<file path="src/rtl/demux_tdm4_if.sv">
// Bus bundle for the four-channel TDM demultiplexer: serial input side plus word outputs.
// The error pulse is only present when DEMUX_SYNC_ERR_EN is defined.
interface demux_tdm4_if #(
  parameter int unsigned WIDTH = 8
);
  logic             enable;
  logic             dato;
  logic             sync;
  logic [WIDTH-1:0] A;
  logic [WIDTH-1:0] B;
  logic [WIDTH-1:0] C;
  logic [WIDTH-1:0] D;
  logic [1:0]       selector;
  logic             listo;
`ifdef DEMUX_SYNC_ERR_EN
  logic             error;

  modport master (
    output enable, dato, sync,
    input  A, B, C, D, selector, listo, error
  );

  modport slave (
    input  enable, dato, sync,
    output A, B, C, D, selector, listo, error
  );
`else
  modport master (
    output enable, dato, sync,
    input  A, B, C, D, selector, listo
  );

  modport slave (
    input  enable, dato, sync,
    output A, B, C, D, selector, listo
  );
`endif
endinterface

</file>
<file path="src/rtl/demux_tdm4.sv">
// Four-channel bit-interleaved TDM demultiplexer framed by a sync pulse.
// Optional framing-error pulse on resync is enabled by defining DEMUX_SYNC_ERR_EN.
module demux_tdm4 #(
  parameter int unsigned WIDTH = 8
) (
  input  logic         clk,
  input  logic         reset,
  demux_tdm4_if.slave  bus
);

  localparam int unsigned CNT_W = $clog2(4 * WIDTH);
  localparam logic [CNT_W-1:0] LAST = CNT_W'(4 * WIDTH - 1);

  typedef enum logic {
    IDLE,
    RUN
  } state_e;

  state_e           state_q, state_d;
  logic [CNT_W-1:0] count_q, count_d;
  logic [WIDTH-1:0] sh_q [4];
  logic [WIDTH-1:0] sh_d [4];
  logic [WIDTH-1:0] a_q, a_d;
  logic [WIDTH-1:0] b_q, b_d;
  logic [WIDTH-1:0] c_q, c_d;
  logic [WIDTH-1:0] d_q, d_d;
  logic             listo_q, listo_d;
`ifdef DEMUX_SYNC_ERR_EN
  logic             error_q, error_d;
`endif

  logic [1:0] slot;
  assign slot = count_q[1:0];

  // Next-state: frame counting, per-slot shifting, word hand-off and resync.
  always_comb begin
    state_d = state_q;
    count_d = count_q;
    sh_d    = sh_q;
    a_d     = a_q;
    b_d     = b_q;
    c_d     = c_q;
    d_d     = d_q;
    listo_d = 1'b0;
`ifdef DEMUX_SYNC_ERR_EN
    error_d = 1'b0;
`endif

    if (bus.enable) begin
      unique case (state_q)
        IDLE: begin
          if (bus.sync) begin
            state_d = RUN;
            count_d = CNT_W'(1);
            for (int s = 0; s < 4; s++) sh_d[s] = '0;
            sh_d[0] = WIDTH'(bus.dato);
          end
        end
        RUN: begin
          if (bus.sync && (count_q != '0)) begin
            // Resync: drop the partial frame, this bit starts a new one.
            count_d = CNT_W'(1);
            for (int s = 0; s < 4; s++) sh_d[s] = '0;
            sh_d[0] = WIDTH'(bus.dato);
`ifdef DEMUX_SYNC_ERR_EN
            error_d = 1'b1;
`endif
          end else begin
            for (int s = 0; s < 4; s++) begin
              if (2'(s) == slot) sh_d[s] = {sh_q[s][WIDTH-2:0], bus.dato};
            end
            if (count_q == LAST) begin
              count_d = '0;
              a_d     = sh_d[0];
              b_d     = sh_d[1];
              c_d     = sh_d[2];
              d_d     = sh_d[3];
              listo_d = 1'b1;
            end else begin
              count_d = count_q + CNT_W'(1);
            end
          end
        end
        default: begin
          state_d = IDLE;
          count_d = '0;
        end
      endcase
    end
  end

  always_ff @(posedge clk) begin
    if (reset) begin
      state_q <= IDLE;
      count_q <= '0;
      for (int s = 0; s < 4; s++) sh_q[s] <= '0;
      a_q     <= '0;
      b_q     <= '0;
      c_q     <= '0;
      d_q     <= '0;
      listo_q <= 1'b0;
`ifdef DEMUX_SYNC_ERR_EN
      error_q <= 1'b0;
`endif
    end else begin
      state_q <= state_d;
      count_q <= count_d;
      for (int s = 0; s < 4; s++) sh_q[s] <= sh_d[s];
      a_q     <= a_d;
      b_q     <= b_d;
      c_q     <= c_d;
      d_q     <= d_d;
      listo_q <= listo_d;
`ifdef DEMUX_SYNC_ERR_EN
      error_q <= error_d;
`endif
    end
  end

  // count is zero in IDLE, so the slot of the next bit is always its low two bits.
  assign bus.A        = a_q;
  assign bus.B        = b_q;
  assign bus.C        = c_q;
  assign bus.D        = d_q;
  assign bus.selector = count_q[1:0];
  assign bus.listo    = listo_q;
`ifdef DEMUX_SYNC_ERR_EN
  assign bus.error    = error_q;
`endif

endmodule

</file>
<file path="src/flat_wrapper.sv">
// flat-port wrapper written by rule: the top's interface ports become plain ports
module demux_tdm4_flat 
#(
  parameter int unsigned WIDTH = 8
)
  (clk, reset, bus_enable, bus_dato, bus_sync, bus_A, bus_B, bus_C, bus_D, bus_selector, bus_listo);
  demux_tdm4_if #(.WIDTH(WIDTH)) bus_i ();
  input  logic clk;
  input  logic reset;
  input wire logic [$bits(bus_i.enable)-1:0] bus_enable;
  input wire logic [$bits(bus_i.dato)-1:0] bus_dato;
  input wire logic [$bits(bus_i.sync)-1:0] bus_sync;
  output wire logic [$bits(bus_i.A)-1:0] bus_A;
  output wire logic [$bits(bus_i.B)-1:0] bus_B;
  output wire logic [$bits(bus_i.C)-1:0] bus_C;
  output wire logic [$bits(bus_i.D)-1:0] bus_D;
  output wire logic [$bits(bus_i.selector)-1:0] bus_selector;
  output wire logic [$bits(bus_i.listo)-1:0] bus_listo;
  assign bus_i.enable = bus_enable;
  assign bus_i.dato = bus_dato;
  assign bus_i.sync = bus_sync;
  assign bus_A = bus_i.A;
  assign bus_B = bus_i.B;
  assign bus_C = bus_i.C;
  assign bus_D = bus_i.D;
  assign bus_selector = bus_i.selector;
  assign bus_listo = bus_i.listo;
  demux_tdm4 #(.WIDTH(WIDTH)) u_core (.clk(clk), .reset(reset), .bus(bus_i));
endmodule
</file>
<file path="config.mk">
export PLATFORM = sky130hd
export DESIGN_NAME = demux_tdm4_flat
export DESIGN_NICKNAME = d
export VERILOG_FILES = /design/src/rtl/demux_tdm4_if.sv /design/src/rtl/demux_tdm4.sv /design/src/flat_wrapper.sv
export SDC_FILE = /design/constraint.sdc
export NUM_CORES = 1
export LEC_CHECK = 0
export CELL_PAD_IN_SITES_DETAIL_PLACEMENT = 1
export CELL_PAD_IN_SITES_GLOBAL_PLACEMENT = 1
export CORE_AREA = 2 2 73 127
export DETAILED_ROUTE_END_ITERATION = 16
export DIE_AREA = 0 0 75 129
export PLACE_DENSITY = 0.75
export SYNTH_ARGS = -nofsm -noshare
export SYNTH_HDL_FRONTEND = slang
export SYNTH_SLANG_ARGS = --single-unit
</file>
<file path="constraint.sdc">
create_clock -name clk -period 2 [get_ports clk]
set_input_delay 0.3 -clock clk [delete_from_list [all_inputs] [get_ports clk]]
set_output_delay 0.3 -clock clk [all_outputs]
set_load 0.01 [all_outputs]
</file>
==> results.md <==
* Logic pwr share at 0.051
* Synth cell types at 37
* Diode count at 0
* Number of antenna violations at the first check in global routing at 0
* Peak fanout along the critical path at 11
* Die Span X at 75 um
* Synth Warn # at 0
* Multi-input logic area at 1410 um^2
* Post-Route WL at 7400 um
* Row count at 45
* Max IR drop VDD at 0.494 mV
* Fin nets at 339
* Final hold violations at 0
* Routed Antenna Nets at 0
* Max-cap check violation count at 0
* Top-area cell type share of the netlist area at 0.481
* Req. time, crit path at 2.24 ns
* EDFF count, synth at 0
* Drt drc at 0
* Initial Util at 0.343
* Gpl congestion at 0.956
* Root buf cell: clkbuf_16
* Layout cells sized above 1 at 0.219
* Cells after Synth at 278
* Ports at 40
* Die height at 129 um
* Grt ovf at 0
* Sequential fraction of the synthesis area at 0.481
* Outcome: complete, no violations
* Setup crit start: u_core.count_q[1]
* Crit path kind: reg2reg
* Sequential power share at 0.430
* CTS buffer count at 9
* Switching share of power at 0.218
* Synth async-reset ratio at 0
* Initial DRC Count at 112
* Worst Tran Pin Value at 0.661 ns
* Yosys reg bits at 71
* Clock skew at 0.00653 ns
* Final Util at 0.463
* Commonest cells in the synthesized netlist: dfxtp_1 (71), nor2_1 (42), mux2i_1 (33)
* Hold Crit Start: reset
* F_max at 501 MHz
* Sequential cell area at 1420 um^2
* CTS H-tree lvls at 3
* Tot Pwr at 3.31 mW
* Pin count of the biggest net entering global routing at 32
* CTS Buffer Depth at 2
* Count leader, synth: dfxtp_1
* Tcrit/Tclk final at 0.998
* Via density at 5.16
* Die Area at 9680 um^2
* Hold buffers post-CTS at 0
* Syn avg cell area at 10.6 um^2
* Setup violations, final at 0
* RR Startpoint: u_core.count_q[1]
* Clock network fraction of design power at 0.519
* CTS sink count at 71
* First-pass GRT wire length at 11300 um
* CP Launch Type: register
* Leak at 1.41 nW
* Wirelength per Cell at 16.4 um
* Syn_nets at 288
* CTS tree: built
* Vias at 2328
* Hold Crit Class: in2reg
* Detailed placement HPWL at 4700 um
* Cell taking the most area after synthesis: dfxtp_1
* Internal at 2.59 mW
* WP data arrival at 2.23 ns
* Headroom to the max-slew limit at 0.560
* Port Buffer Count at 39
* Area contributors post-synth: dfxtp_1 (48%), mux2i_1 (11%), a211oi_1 (8.1%), a22o_1 (6.2%), nor2_1 (5.3%)
* Post-synthesis cell area at 2950 um^2
* # fillers at 950
* Crit path capture type: register
* Total GRT Usage at 0.157
* Final Slew Violations at 0
* Router iterations before antenna repair at 3
* Pwr Density at 829 nW/um^2
* Core ar. at 8610 um^2
* Most used DFF post-synth: dfxtp_1
* Reg clk slew, reported paths at 0.06 ns
* Net Switching at 0.722 mW
* Layout area overhead at 35.2%
* Number of global-route vias before repair at 2323
* Tmin final at 2.00 ns
* Worst skew pair latency at 0.33 ns
logic make-up (layout without fill, tap and decap cells):
| logic type | Yosys count | in the layout | synth area share |
|---|---|---|---|
| AND/OR/NAND/NOR | 63 | 63 | 0.106 |
| flip-flops | 71 | 71 | 0.481 |
| multiplexers | 33 | 33 | 0.112 |
| adder cells (fa/ha/maj) | 5 | 5 | 0.0212 |
| buffers and inverters | 27 | 83 | 0.0614 |
| AO/OA/AOI/OAI | 79 | 79 | 0.219 |
per-stage QoR:
step	area (um^2)	TNS, ns	instances	hold slack, ns	setup WS, ns
2_1_floorplan	2950	0	278	0.441	0.0284
3_3_place_gp	3470	0	426	0.460	0.0868
3_5_place_dp	3470	-0.0529	426	0.465	-0.0301
4_1_cts	3830	-0.00551	443	0.434	-0.00551
5_1_grt	3990	-0.205	451	0.477	-0.0569
6_report	3990	0	451	0.441	0.00449
power groups by stage:
| stage | logic, mW | clock network, mW | registers [mW] |
|---|---|---|---|
| 6_report | 0.168 | 1.72 | 1.42 |
| 5_1_grt | 0.183 | 1.81 | 1.42 |
| 4_1_cts | 0.165 | 1.76 | 1.42 |
| 3_5_place_dp | 0.164 | 0 | 1.45 |
| 3_3_place_gp | 0.160 | 0 | 1.45 |
| 2_1_floorplan | 0.116 | 0 | 1.45 |
layer usage:
layer,share of wire,global-route usage,up-vias
li1,-,-,1125
met1,0.38,0.161,1152
met2,0.57,0.272,37
met3,0.025,0.0423,14
met4,0.029,0.0987,0
met5,0,0,-
what timing repair did:
item | in CTS | in global routing
gates cloned | 1 | 1
setup endpoints to repair | 9 | 64
buffers inserted | 0 | 7
pin swaps | 1 | 10
gates resized for setup | 2 | 18
worst paths after layout:
kind,to,slack [ns],cells after the start
worst min register to register,u_core.sh_q[7],0.48,1
worst max-delay path,u_core.bus.C[1],0.004,8
worst max register to register,u_core.bus.C[1],0.004,8
worst min-delay path,u_core.state_q,0.44,3
sequential cells by signal (all words and copies together), names as in the netlist:
signal	cells
u_core.sh_q	32
u_core.bus.A	8
u_core.bus.B	8
u_core.bus.C	8
u_core.bus.D	8
u_core.count_q	5
u_core.bus.listo	1
u_core.state_q	1
layout make-up:
cell class | instances | area share
multi-input combinational | 180 | 0.354
clock buffer | 10 | 0.0574
sequential | 71 | 0.356
tap | 117 | 0.0367
clock inverter | 6 | 0.0232
timing repair buffer | 64 | 0.170
inverter | 3 | 0.00282
worst max-delay path, stage by stage, from the launching register on:
cell and delay, ns:
dfxtp_2 0.34, inv_2 0.07, ha_2 0.18, or4b_4 0.51, a21oi_4 0.20, buf_12 0.15, clkbuf_16 0.16, nor2_1 0.05
a211oi_1 0.23
cells in the final DEF, fill, tap and decap left out, types with 8 or more instances in the layout:
master / n
a22o_1: 21
clkbuf_16: 10
clkdlybuf4s50_1: 38
dfxtp_1: 70
nor2_1: 42
a22o_2: 8
a211oi_1: 22
a211oi_2: 10
mux2i_1: 33
buf_4: 17
Note: power is estimated with default switching activity, not from simulation.
